<file path="src/rtl/sram_port_arbiter.sv">
// rtl/sram_port_arbiter.sv - fetch/data arbiter for one single-port synchronous SRAM
// Data has priority; a saturating starvation counter forces a fetch grant after STARVE_LIMIT denials.
module sram_port_arbiter #(
  parameter int unsigned STARVE_LIMIT = 4
) (
  input  logic        clk,
  input  logic        resetn,
  input  logic        inst_req,
  input  logic [31:0] inst_addr,
  output logic        inst_gnt,
  output logic        inst_rvalid,
  output logic [31:0] inst_rdata,
  input  logic        data_req,
  input  logic [3:0]  data_wen,
  input  logic [31:0] data_addr,
  input  logic [31:0] data_wdata,
  output logic        data_gnt,
  output logic        data_rvalid,
  output logic [31:0] data_rdata,
  output logic        sram_en,
  output logic [3:0]  sram_wen,
  output logic [31:0] sram_addr,
  output logic [31:0] sram_wdata,
  input  logic [31:0] sram_rdata
);

  typedef enum logic [1:0] {
    PEND_NONE = 2'd0,
    PEND_INST = 2'd1,
    PEND_DATA = 2'd2
  } pend_e;

  localparam logic [3:0] LIMIT = 4'(STARVE_LIMIT);

  pend_e       pending_q, pending_d;
  logic [3:0]  starve_q, starve_d;
  logic [31:0] inst_hold_q, inst_hold_d;
  logic [31:0] data_hold_q, data_hold_d;
  logic        starved;

  assign starved = (starve_q == LIMIT);

  // Requests are gated by resetn so every output reads 0 while reset is held.
  assign inst_gnt = resetn & inst_req & (~data_req | starved);
  assign data_gnt = resetn & data_req & ~(inst_req & starved);

  always_comb begin
    sram_en    = inst_gnt | data_gnt;
    sram_wen   = 4'b0;
    sram_addr  = 32'b0;
    sram_wdata = 32'b0;
    if (inst_gnt) begin
      sram_addr = inst_addr;
    end else if (data_gnt) begin
      sram_wen   = data_wen;
      sram_addr  = data_addr;
      sram_wdata = data_wdata;
    end
  end

  always_comb begin
    pending_d = PEND_NONE;
    if (inst_gnt) begin
      pending_d = PEND_INST;
    end else if (data_gnt && (data_wen == 4'b0)) begin
      pending_d = PEND_DATA;
    end
  end

  always_comb begin
    starve_d = starve_q;
    if (inst_gnt || !inst_req) begin
      starve_d = 4'b0;
    end else if (data_gnt && (starve_q != LIMIT)) begin
      starve_d = starve_q + 4'd1;
    end
  end

  assign inst_rvalid = (pending_q == PEND_INST);
  assign data_rvalid = (pending_q == PEND_DATA);

  // Returned word passes straight through and is also latched for later cycles.
  assign inst_rdata  = inst_rvalid ? sram_rdata : inst_hold_q;
  assign data_rdata  = data_rvalid ? sram_rdata : data_hold_q;
  assign inst_hold_d = inst_rdata;
  assign data_hold_d = data_rdata;

  always_ff @(posedge clk or negedge resetn) begin
    if (!resetn) begin
      pending_q   <= PEND_NONE;
      starve_q    <= 4'b0;
      inst_hold_q <= 32'b0;
      data_hold_q <= 32'b0;
    end else begin
      pending_q   <= pending_d;
      starve_q    <= starve_d;
      inst_hold_q <= inst_hold_d;
      data_hold_q <= data_hold_d;
    end
  end

endmodule

</file>
<file path="config.mk">
export PLATFORM = sky130hd
export DESIGN_NAME = sram_port_arbiter
export DESIGN_NICKNAME = d
export VERILOG_FILES = /design/src/rtl/sram_port_arbiter.sv
export SDC_FILE = /design/constraint.sdc
export NUM_CORES = 1
export LEC_CHECK = 0
export CAP_MARGIN = 10
export CORE_MARGIN = 8
export CORE_UTILIZATION = 30
export CTS_CLUSTER_DIAMETER = 120
export DETAILED_ROUTE_END_ITERATION = 16
export GPL_ROUTABILITY_DRIVEN = 0
export GPL_TIMING_DRIVEN = 0
export MAX_ROUTING_LAYER = met4
export PLACE_DENSITY = 0.74
export RECOVER_POWER = 50
export SLEW_MARGIN = 5
export SYNTH_ARGS = -nofsm -noshare
export SYNTH_HDL_FRONTEND = slang
export SYNTH_SLANG_ARGS = --single-unit
</file>
<file path="constraint.sdc">
create_clock -name clk -period 1.8 [get_ports clk]
set_input_delay 0.18 -clock clk [delete_from_list [all_inputs] [get_ports clk]]
set_output_delay 0.18 -clock clk [all_outputs]
set_load 0.02 [all_outputs]
</file>
Word-level counts from Yosys, hierarchy flattened
Index checks and enable logic that the tools add are counted.
{"block": "totals", "ff_bits": 70, "input_bits": 136, "output_inout_bits": 137, "wordCells": 36}
{"block": "classes", "addsub": 1, "eq_ne": 4, "mux": 12, "bitwise": 9, "reduce_logical": 6}
{"op": "two-way mux 32 bit", "count": 6}
{"op": "two-way mux 4 bit", "count": 4}
{"op": "bitwise AND 1 bit", "count": 5}
{"op": "adder 4 x 1 -> 4 bit (second input constant)", "count": 1}
{"op": "== test 4 x 3 -> 1 bit (second input constant)", "count": 1}
{"op": "zero test 4 bit", "count": 1}
{"op": "two-way mux 2 bit", "count": 2}
{"op": "!= test 4 x 3 -> 1 bit (second input constant)", "count": 1}
{"op": "== test 2 x 1 -> 1 bit (second input constant)", "count": 1}
{"op": "== test 2 bit (second input constant)", "count": 1}
{"op": "logical AND 1 bit", "count": 2}
{"op": "inverter 1 bit", "count": 2}
{"op": "OR 1 bit", "count": 2}
{"op": "nonzero test 2 bit", "count": 1}
{"op": "zero test 1 bit", "count": 1}
{"op": "logical OR 1 bit", "count": 1}

Logic depth before layout (Yosys ltp)
Gate-level depths: netlist (run 1).
{"block": "logic_depth", "depth_word": 7, "mapped_depth": 6, "mapped_depth_nobuf": 5}

Worst setup path before layout (run 1)
OpenSTA, ideal clock, no wires.
{"block": "synth_path", "path_type": "register to output", "startpoint": "register starve_q[0]", "endpoint": "output sram_wdata[26]", "arrival_time_ns": 1.526, "required_time_ns": 1.620, "slack_ns": 0.094, "path_stages_with_launch": 7, "n_path_buf": 1, "cell_sequence": "dfrtp_1 inv_1 ha_1 and3b_1 a21oi_4 buf_2 and2_1"}
{"block": "synth_between", "elab_chain_len": 6, "elab_cells_between_ends": 8, "classes_between": "eq/ne: 1; mux: 2; bitwise: 5"}
{"element": "start: declaration", "line": "36", "text": "logic [3:0] starve_q, starve_d;"}
{"element": "start signal: assignment", "line": "96", "text": "starve_q <= starve_d;"}
{"element": "== test 4 x 3 -> 1 bit", "line": "41", "text": "assign starved = (starve_q == LIMIT);"}
{"element": "bitwise AND 1 bit", "line": "45", "text": "assign data_gnt = resetn & data_req & ~(inst_req & starved);"}
{"element": "inverter 1 bit", "line": "45"}
{"element": "bitwise AND 1 bit", "line": "45"}
{"element": "net data_gnt", "line": "17", "text": "output logic data_gnt,"}
{"element": "two-way mux 32 bit", "line": "54", "text": "end else if (data_gnt) begin"}
{"element": "two-way mux 32 bit", "line": "52", "text": "if (inst_gnt) begin"}
{"element": "end: declaration", "line": "23", "text": "output logic [31:0] sram_wdata,"}
The timed path passes the listed nets, and every way through them passes these cells.

Worst setup path after layout (run 1)
{"block": "layout_path", "startpoint": "register starve_q[0]", "endpoint": "output sram_wdata[4]"}
{"block": "layout_between", "elab_chain_len": 6, "elab_cells_between_ends": 8, "classes_between": "eq/ne: 1; mux: 2; bitwise: 5"}
{"element": "== test 4 x 3 -> 1 bit *", "line": "41"}
{"element": "bitwise AND 1 bit", "line": "45"}
{"element": "inverter 1 bit", "line": "45"}
{"element": "bitwise AND 1 bit", "line": "45"}
{"element": "two-way mux 32 bit", "line": "54"}
{"element": "two-way mux 32 bit *", "line": "52"}
Every way passes the cells marked *; elsewhere a longest branch is shown, timed or not.

==> metrics, run 1 <==
status=finished with violations; violated checks=setup timing; Flop pwr share=33.1%; Core Rows=38; first-pass GRT wire length=~24 mm; die width=approximately 120 um; PortBufs=272; Crit path max-delay family=buffers and inverters; Hold Path Class=primary input to register; number of max-cap violations=0; critical path class=register to output pin; area leader, netlist=dfrtp_1; Final HPWL DP=12.0 mm; post-route setup TNS=-27190 ps; FF/Latch Area=between 1500 and 2000 um^2; Synth cell types=28; Comb pwr share=45.1%; P&R area growth vs syn=133%; layout filler cell count=744; Tightest Pin Transition=between 900 and 1000 ps; most used cell, CP=buf_6; CP Max Fanout=6; CTS max path bufs=2; layout cells sized above 1=between 50% and 60%; Die Area=14600 um^2; Switch Pwr=1.83 mW; TritonCTS clock tree=yes; clk root buf=clkbuf_8; Post-synth top cells=dfrtp_1, mux2_2, and2_1; global routing usage on met1=roughly a quarter; sequential fraction of the synthesis area=53.2%; Switching Fraction=31.4%; dpl cell area=a little over 6000 um^2; number of synthesized flops with an enable pin=0; Worst setup SP type=register; RSZ-0062 raised after global routing=true; Starting Density=roughly 31%; synthesized flop and latch total=70; post-synth top area share=53.2%; post-route insts no fill=735; total leakage power=between 3 and 4 nW; GR met3 Demand/Resource=5.78%; P_int=4.00 mW; drt via density=4.74; fraction of registers with async set/reset=100%; M2 GR Usage=just under 40%; drt wl/cell=22.1 um; crit path time final=2190 ps; DP Worst Slack=-758 ps; Syn Inst Count=253; cell with the most instances after synthesis=dfrtp_1; Max stage delay on crit path=370 ps; grt ovf=0; CTS clk-pin slew, worst paths=70 ps; nets=728; Critical Path End Type=output pin; TritonCTS Buffers=9; DR DRC count=0; final worst path period share=121%; Synth warnings=0; Fmax=between 400 and 500 MHz; setup ws final=-387 ps; CP arrival=2010 ps; CP bufs+invs=5; power share of the clock group=21.8%; overall routed net length=between 15 and 20 mm; total power=between 5 and 6 mW; Main synth FF type=dfrtp_1; antenna fix cells=0; Layout Skew=10.3 ps; First-pass DRT Iterations=4; Final Max Tran Viols=0; Max-slew headroom=about 37%; Cell Chain, Critical Path=inv_1 -> ha_2 -> and3b_2 -> a21oi_4 -> buf_12 -> clkbuf_8 -> buf_6 -> and2_4 -> buf_6; GR peak layer=met2; final hold violation count=0; Req. time, crit path=roughly 1600 ps; Clock Sinks=70; initial antenna violation count=0; # IOs=273; placed insts=approximately 670; Die Ht=~120 um; Pwr Density=762 nW/um^2; final setup fails=127; number of global-route vias before repair=3939; Final Cell Area=7660 um^2; Max IR drop VDD=568 uV; via count=3482; # H-tree levels=3; pin count of the biggest net entering global routing=39; area of the mapped netlist=about 3300 um^2; Core Region=around 11000 um^2; gr usage total=between 20% and 30%; largest cells by area after synthesis=dfrtp_1, mux2_2, a22o_1, and2_1, buf_2; Post-Synthesis Net Count=391; DRT iter0 DRCs=156; Crit-path slowest cell=dfrtp_1; post-route ant nets=0; Avg Inst Size Synth=13.0 um^2; footprint of the multi-input gates=approximately 1800 um^2; Clk Latency, worst-skew pair=340 ps
==> placed cells by master (no fill, tap or decap), drive strengths merged, types with 4 or more instances in the layout <==
master,instances
a22o,32
and2,37
buf,201
clkbuf,17
clkdlybuf4s50,134
dfrtp,70
inv,4
mux2,64
nand2,5
==> logic make-up after synthesis <==
| kind of cell | count (synthesis) | share of synthesized area (%) |
|---|---|---|
| adders and majority gates | 2 | 0.760 |
| DFF | 70 | 53.2 |
| and+or+nand+nor | 57 | 10.5 |
| buffers and inverters | 21 | 3.27 |
| muxes | 64 | 21.9 |
| AOI/OAI and AO/OA | 39 | 10.3 |
==> final timing paths <==
path	start	endpoint	slack, ps	cells after the start
max	starve_q[0]	sram_wdata[4]	-390	9
min	resetn	starve_q[2]	200	3
max reg2reg	pending_q[0]	inst_hold_q[15]	230	7
min reg2reg	inst_hold_q[1]	inst_hold_q[1]	500	1
max in group asynchronous	resetn	inst_hold_q[1]	450	3
min in group asynchronous	resetn	inst_hold_q[18]	720	3
==> layout make-up <==
class	instances	share of cell area, %
sequential	70	22.9
multi-input combinational	162	23.2
inverter	3	0.147
buffer	12	2.19
timing repair buffer	332	46.7
clock buffer	10	1.67
clock inverter	6	0.932
tap	140	2.29
==> power by group through the flow <==
stage               combinational [mW]  sequential, mW  clock (mW)
finish                            2.63            1.93        1.27
global route                      2.76            1.96        1.39
CTS                               2.46            1.92        1.31
detailed placement                2.10            1.95           0
global placement                  2.06            1.93           0
floorplan                        0.930            1.91           0
==> worst reg2reg max path: cells and delay by family (launching register included) <==
kind	cells	cell delay [ps]
buffers and inverters	5	660
flip-flops	1	410
multiplexers	1	300
AND/OR/NAND/NOR	1	110
==> registers in the layout, indices dropped and copies added (netlist names) <==
register	cells
inst_hold_q	32
starve_q	4
pending_q	2
data_hold_q	32
==> metrics by stage <==
step | util, % | hold WS, ps
after detailed placement | 57.5 | 178
after global placement | 57.3 | 479
after floorplan | - | -116
final | 70.9 | 205
after CTS | 69.0 | 176
after global routing | 70.9 | 190
==> per-layer routing <==
layer,vias to the layer above,wire (um)
met3,20,1040
li1,1578,-
met2,174,8610
met1,1710,6150
met4,0,474
met5,-,0
==> what timing repair did <==
action | in CTS | in global routing
setup buffers | 37 | 21
endpoints found under the hold margin | 32 | 0
cloned | 7 | 1
resized for setup | 933 | 88
pin swaps | 15 | 16
hold buffers | 2 | 0
setup endpoints to repair | 137 | 136
(Power assumes the default switching activity.)
==> run 2, diff against run 1 <==
ABC_AREA = 1   (was default)
PLACE_DENSITY = 0.7   (was 0.74)
clock period = 2.85 ns   (was 1.8 ns; I/O delays follow)
==> metrics, run 2 <==
grt ovf=0 (unchanged); Core Util, Final=57.8% (-13 points); critical path class=register to output pin; Pwr Density=581 nW/um^2 (-24%); R2R cell count=7 (unchanged); post-route insts no fill=907 (+23%); overall routed net length=15.7 mm (-3.2%); Max-slew headroom=6.69% (-31 points); drt via density=4.53 (-4.3%); number of global-route vias before repair=4324 (+9.8%); Crit-path slowest cell=clkdlybuf4s50_1; post-route setup TNS=0 ps (+27190 ps); DP Worst Slack=271 ps (+1030 ps); Core Rows=40 (+5.3%); CP arrival=2380 ps (+370 ps); Clk Latency, worst-skew pair=330 ps (about the same); Layout Skew=5.12 ps (-5.21 ps); gr usage total=19.9% (-2.3 points); total leakage power=3.35 nW (-8.6%); P&R area growth vs syn=88.6%; most used cell, CP=nand3_1; synthesized flop and latch total=70 (unchanged); Post-Synthesis Net Count=607 (+55%); Core Region=12000 um^2 (+11%); largest registers=data_hold_q x32, inst_hold_q x32, starve_q x4; clk root buf=clkbuf_16; Final HPWL DP=13.2 mm (+9.2%); r2r endpoint=starve_q[0]; # H-tree levels=3 (unchanged); Req. time, crit path=2570 ps (+950 ps); crit path time final=roughly 2700 ps; Fmax=375 MHz; initial antenna violation count=0 (unchanged); Max IR drop VDD=251 uV (-56%); dpl cell area=6600 um^2 (+6.3%); status=completed; Main synth FF type=dfrtp_1; antenna fix cells=0 (unchanged); fraction of registers with async set/reset=100% (unchanged); post-synth top area share=47.8% (-5.4 points); footprint of the multi-input gates=1240 um^2 (-30%); TritonCTS clock tree=yes; Avg Inst Size Synth=7.82 um^2 (-40%); drt wl/cell=17.4 um (-22%); final worst path period share=between 90% and 100%; Syn Inst Count=469 (+85%); commonest cells after routing, fill and taps aside=clkdlybuf4s50_1, inv_1, nand2_1; via count=4112 (+18%); Synth cell types=18 (-36%); Final Max Tran Viols=0 (unchanged); area leader, netlist=dfrtp_1; Synth warnings=0 (unchanged); TritonCTS Buffers=9 (unchanged); Post-synth top cells=inv_1, nand2_1, dfrtp_1; Tightest Pin Transition=1400 ps (+459 ps); first-pass GRT wire length=23.8 mm (+0.38%); Die Ht=127 um (+4.8%); PortBufs=272 (unchanged); Die Area=16000 um^2 (+9.8%); pin count of the biggest net entering global routing=57 (+46%); total power=4.02 mW (-31%); Hold Path Class=register to register; placed insts=889 (+33%); layout cells sized above 1=7.50% (-47 points); post-route ant nets=0 (unchanged); Final Cell Area=6920 um^2 (-9.7%); CTS max path bufs=2 (unchanged); Clock Sinks=70 (unchanged); Max stage delay on crit path=660 ps (+290 ps); CP Max Fanout=10 (+4); RSZ-0062 raised after global routing=false; cell with the most instances after synthesis=inv_1; area of the mapped netlist=3670 um^2 (+11%); CTS clk-pin slew, worst paths=60 ps (about the same); Hold Path Cell Cnt=2 (-1); die width=127 um (+4.8%); layout filler cell count=1120 (+51%); sequential fraction of the synthesis area=47.8% (-5.4 points); commonest non-fill, non-tap cell in the layout=clkdlybuf4s50_1; number of synthesized flops with an enable pin=0 (unchanged); Starting Density=30.6% (+0.15 points); largest cells by area after synthesis=dfrtp_1, inv_1, nand2_1, o21ai_0, o21ai_2; First-pass DRT Iterations=5 (+1); post-CTS sizing=0 (-100%); worst r2r src=starve_q[0]; hold_ws=470 ps (+266 ps); Critical Path End Type=output pin; min-delay src=inst_hold_q[0]; final setup fails=0 (-100%); number of max-cap violations=0 (unchanged); hold endpoint=inst_hold_q[0]; Cell Chain, Critical Path=inv_1 -> ha_1 -> nand3_1 -> nand2_1 -> buf_6 -> nand3_1 -> o21ai_0 -> clkdlybuf4s50_1; setup ws final=184 ps (+570 ps); r2r setup slk=1330 ps (+1100 ps); DR DRC count=0 (unchanged); nets=893 (+23%); DRT iter0 DRCs=213 (+37%); final hold violation count=0 (unchanged); FF/Latch Area=1750 um^2 (unchanged); Worst setup SP type=register; # IOs=273 (unchanged)
[run 2: changes by cell type after synthesis, sizes merged, moves of 9 or more]
| cell | previous run | this run |
|---|---|---|
| buf | 14 | 23 |
| and2 | 37 | 0 |
| o21ai | 1 | 97 |
| inv | 3 | 111 |
| mux2 | 64 | 0 |
| a22o | 32 | 0 |
| nand2 | 5 | 83 |
| nand3 | 2 | 35 |
| nor2 | 1 | 39 |
[run 2: worst max-delay path by stage]
stage / start / endpoint / slack [ps]
floorplan: starve_q[0] / sram_addr[0] / 1080
global placement: resetn / sram_addr[15] / -2360
detailed placement: resetn / sram_addr[16] / 270
CTS: starve_q[0] / sram_addr[2] / 210
global route: starve_q[0] / sram_addr[29] / 50
finish: starve_q[0] / sram_addr[4] / 180
[run 2: worst max-delay path: cells and delay by family, from the launching register on]
family | cells | cell delay (ps)
flip-flops | 1 | 420
AND/OR/NAND/NOR | 3 | 410
buffers and inverters | 3 | 940
adder cells (fa/ha/maj) | 1 | 180
AO/OA/AOI/OAI | 1 | 110
[run 2: cell families after synthesis]
kind of cell,count (synthesis),share of synthesized area (%)
flops,70,47.8
fa+ha+maj,2,0.682
xor+xnor,1,0.239
buf+inv,138,17.3
simple gates,161,18.1
compound gates,97,15.9
[run 2: area by class of cell]
type                    count  area share [%]
clock inverters             6            1.92
multi-input cells         261            18.0
well taps                 147            2.66
flip-flops and latches     70            25.3
repair buffers            275            39.6
clock buffers              10            3.46
inverters                 111            6.02
plain buffers              27            3.04
[run 2: layer usage]
metal	wire length, um	track usage [%]
met4	558	8.00
met2	7860	34.3
met1	5710	19.7
met5	0	-
met3	1620	8.04
[run 2: report_power, final]
part / internal (mW) / total [mW] / leakage [nW] / switching (mW)
Clock: 0.965 / 1.38 / 0.179 / 0.410
Combinational: 0.681 / 1.41 / 2.34 / 0.726
Sequential: 1.18 / 1.23 / 0.833 / 0.0511
Total: 2.83 / 4.02 / 3.35 / 1.19
[run 2: what timing repair did]
item | CTS | global route
hold buffers | 2 | 0
buffers inserted | 0 | 0
hold endpoints to repair | 14 | 0
==> run 3, diff against run 2 <==
CORE_MARGIN = default   (was 8)
SKIP_CTS_REPAIR_TIMING = 1   (was default)
==> metrics, run 3 (synthesized netlist as in run 2, its figures left out) <==
Clk Latency, worst-skew pair=320 ps (about the same); gr usage total=22.1% (+2.2 points); Switching Fraction=29.8% (+0.25 points); crit path time final=2650 ps (-17.8 ps); setup ws final=202 ps (+17.8 ps); total leakage power=3.33 nW (-0.40%); number of max-cap violations=0 (unchanged); via count=4088 (-0.58%); Core Rows=40 (unchanged); Worst setup SP type=register; Layout Skew=4.55 ps (-0.565 ps); first-pass GRT wire length=21.0 mm (-12%); Critical Path End Type=output pin; Fmax=378 MHz (+0.67%); largest registers=data_hold_q x32, inst_hold_q x32, starve_q x4; DRT iter0 DRCs=317 (+49%); drt wl/cell=15.0 um (-14%); CP arrival=2360 ps (-20 ps); Max IR drop VDD=278 uV (+11%); CTS max path bufs=2 (unchanged); R2R cell count=5 (-2); Comb pwr share=35.5% (+0.5 points); Hold Path Class=register to register; commonest non-fill, non-tap cell in the layout=clkdlybuf4s50_1; worst r2r src=pending_q[1]; RSZ-0062 raised after global routing=false; status=completed; layout cells sized above 1=7.11% (-0.39 points); overall routed net length=13.6 mm (-14%); # IOs=273 (unchanged); post-route ant nets=0 (unchanged); power share of the clock group=32.9% (-1.3 points); CP Max Fanout=10 (unchanged); TritonCTS Buffers=9 (unchanged); number of global-route vias before repair=4138 (-4.3%); commonest cells after routing, fill and taps aside=clkdlybuf4s50_1, inv_1, nand2_1; Max-slew headroom=4.23% (-2.5 points); P_int=2.74 mW (-3.0%); r2r endpoint=data_hold_q[29]; Core Region=12000 um^2 (unchanged); TritonCTS clock tree=yes; # H-tree levels=3 (unchanged); P&R area growth vs syn=88.0%; die width=113 um (-11%); Switch Pwr=1.17 mW (-1.9%); Pwr Density=567 nW/um^2 (-2.3%); critical path class=register to output pin; Final HPWL DP=11.0 mm (-16%); drt via density=4.51 (-0.58%); Clock Sinks=70 (unchanged); Starting Density=30.6% (unchanged); post-route setup TNS=0 ps (unchanged); Die Area=12700 um^2 (-21%); Final Max Tran Viols=0 (unchanged); DP Worst Slack=308 ps (+36.9 ps); clk root buf=clkbuf_16; initial antenna violation count=0 (unchanged); PortBufs=272 (unchanged); First-pass DRT Iterations=4 (-1); hold endpoint=inst_hold_q[0]; nets=893 (unchanged); antenna fix cells=0 (unchanged); pin count of the biggest net entering global routing=62 (+8.8%); Hold Path Cell Cnt=2 (unchanged); CTS clk-pin slew, worst paths=60 ps (about the same); DR DRC count=0 (unchanged); final worst path period share=92.9% (-0.62 points); Die Ht=113 um (-11%); min-delay src=inst_hold_q[0]; final setup fails=0 (unchanged); grt ovf=0 (unchanged); Req. time, crit path=2570 ps (about the same); Flop pwr share=31.6% (+0.9 points); final hold violation count=0 (unchanged); r2r setup slk=1360 ps (+30 ps); Tightest Pin Transition=1440 ps (+36.9 ps); total power=3.91 mW (-2.7%)
==> run 3: layout make-up <==
type                            instances  area (um^2)
Clock inverter                          5          106
Multi-Input combinational cell        261         1230
Sequential cell                        70         1750
Fill cell                            1111         5070
Timing Repair Buffer                  275         2740
Clock buffer                           11          243
Buffer                                 27          216
Tap cell                              147          184
Inverter                              111          417
==> run 3: how the worst max path moves through the flow <==
stage                     slack, ps          from  depth (start not counted)             end
final                           200  pending_q[1]                          6  data_rdata[29]
after global routing             60  pending_q[1]                          6  data_rdata[29]
after CTS                       260   starve_q[0]                          7    sram_addr[1]
after detailed placement        310        resetn                          8   sram_addr[10]
after global placement        -2300        resetn                          7   sram_addr[10]
after floorplan                1080   starve_q[0]                          6    sram_addr[0]
==> run 3: layer usage <==
| metal | wire length [um] | global-route usage (%) | up-vias |
|---|---|---|---|
| li1 | - | - | 1992 |
| met1 | 5150 | 22.9 | 1906 |
| met2 | 7180 | 39.9 | 169 |
| met3 | 895 | 5.89 | 21 |
| met4 | 365 | 8.27 | 0 |
| met5 | 0 | - | - |
==> run 3: power by group through the flow <==
stage | clock network, mW | registers [mW] | logic (mW)
after floorplan | 0 | 1.24 | 0.645
after global placement | 0 | 1.24 | 1.40
after detailed placement | 0 | 1.25 | 1.42
after CTS | 1.31 | 1.24 | 1.43
after global routing | 1.35 | 1.25 | 1.49
final | 1.28 | 1.24 | 1.39
==> run 3: critical path, stage by stage, from the launching register on <==
cell and delay (ps):
dfrtp_1 390, nand2_1 80, buf_2 220, clkbuf_1 390, nand2_1 130, o21ai_0 160, clkdlybuf4s50_1 670
==> run 3: stage by stage <==
stage          instances  instance area (um^2)  utilization, %  hold WS [ps]
2_1_floorplan        469                  3670               -         -10.6
5_1_grt              907                  6890            57.6           484
6_report             907                  6890            57.6           471
3_5_place_dp         889                  6600            55.2           148
4_1_cts              905                  6950            58.1          -198
3_3_place_gp         888                  6570            54.9           452
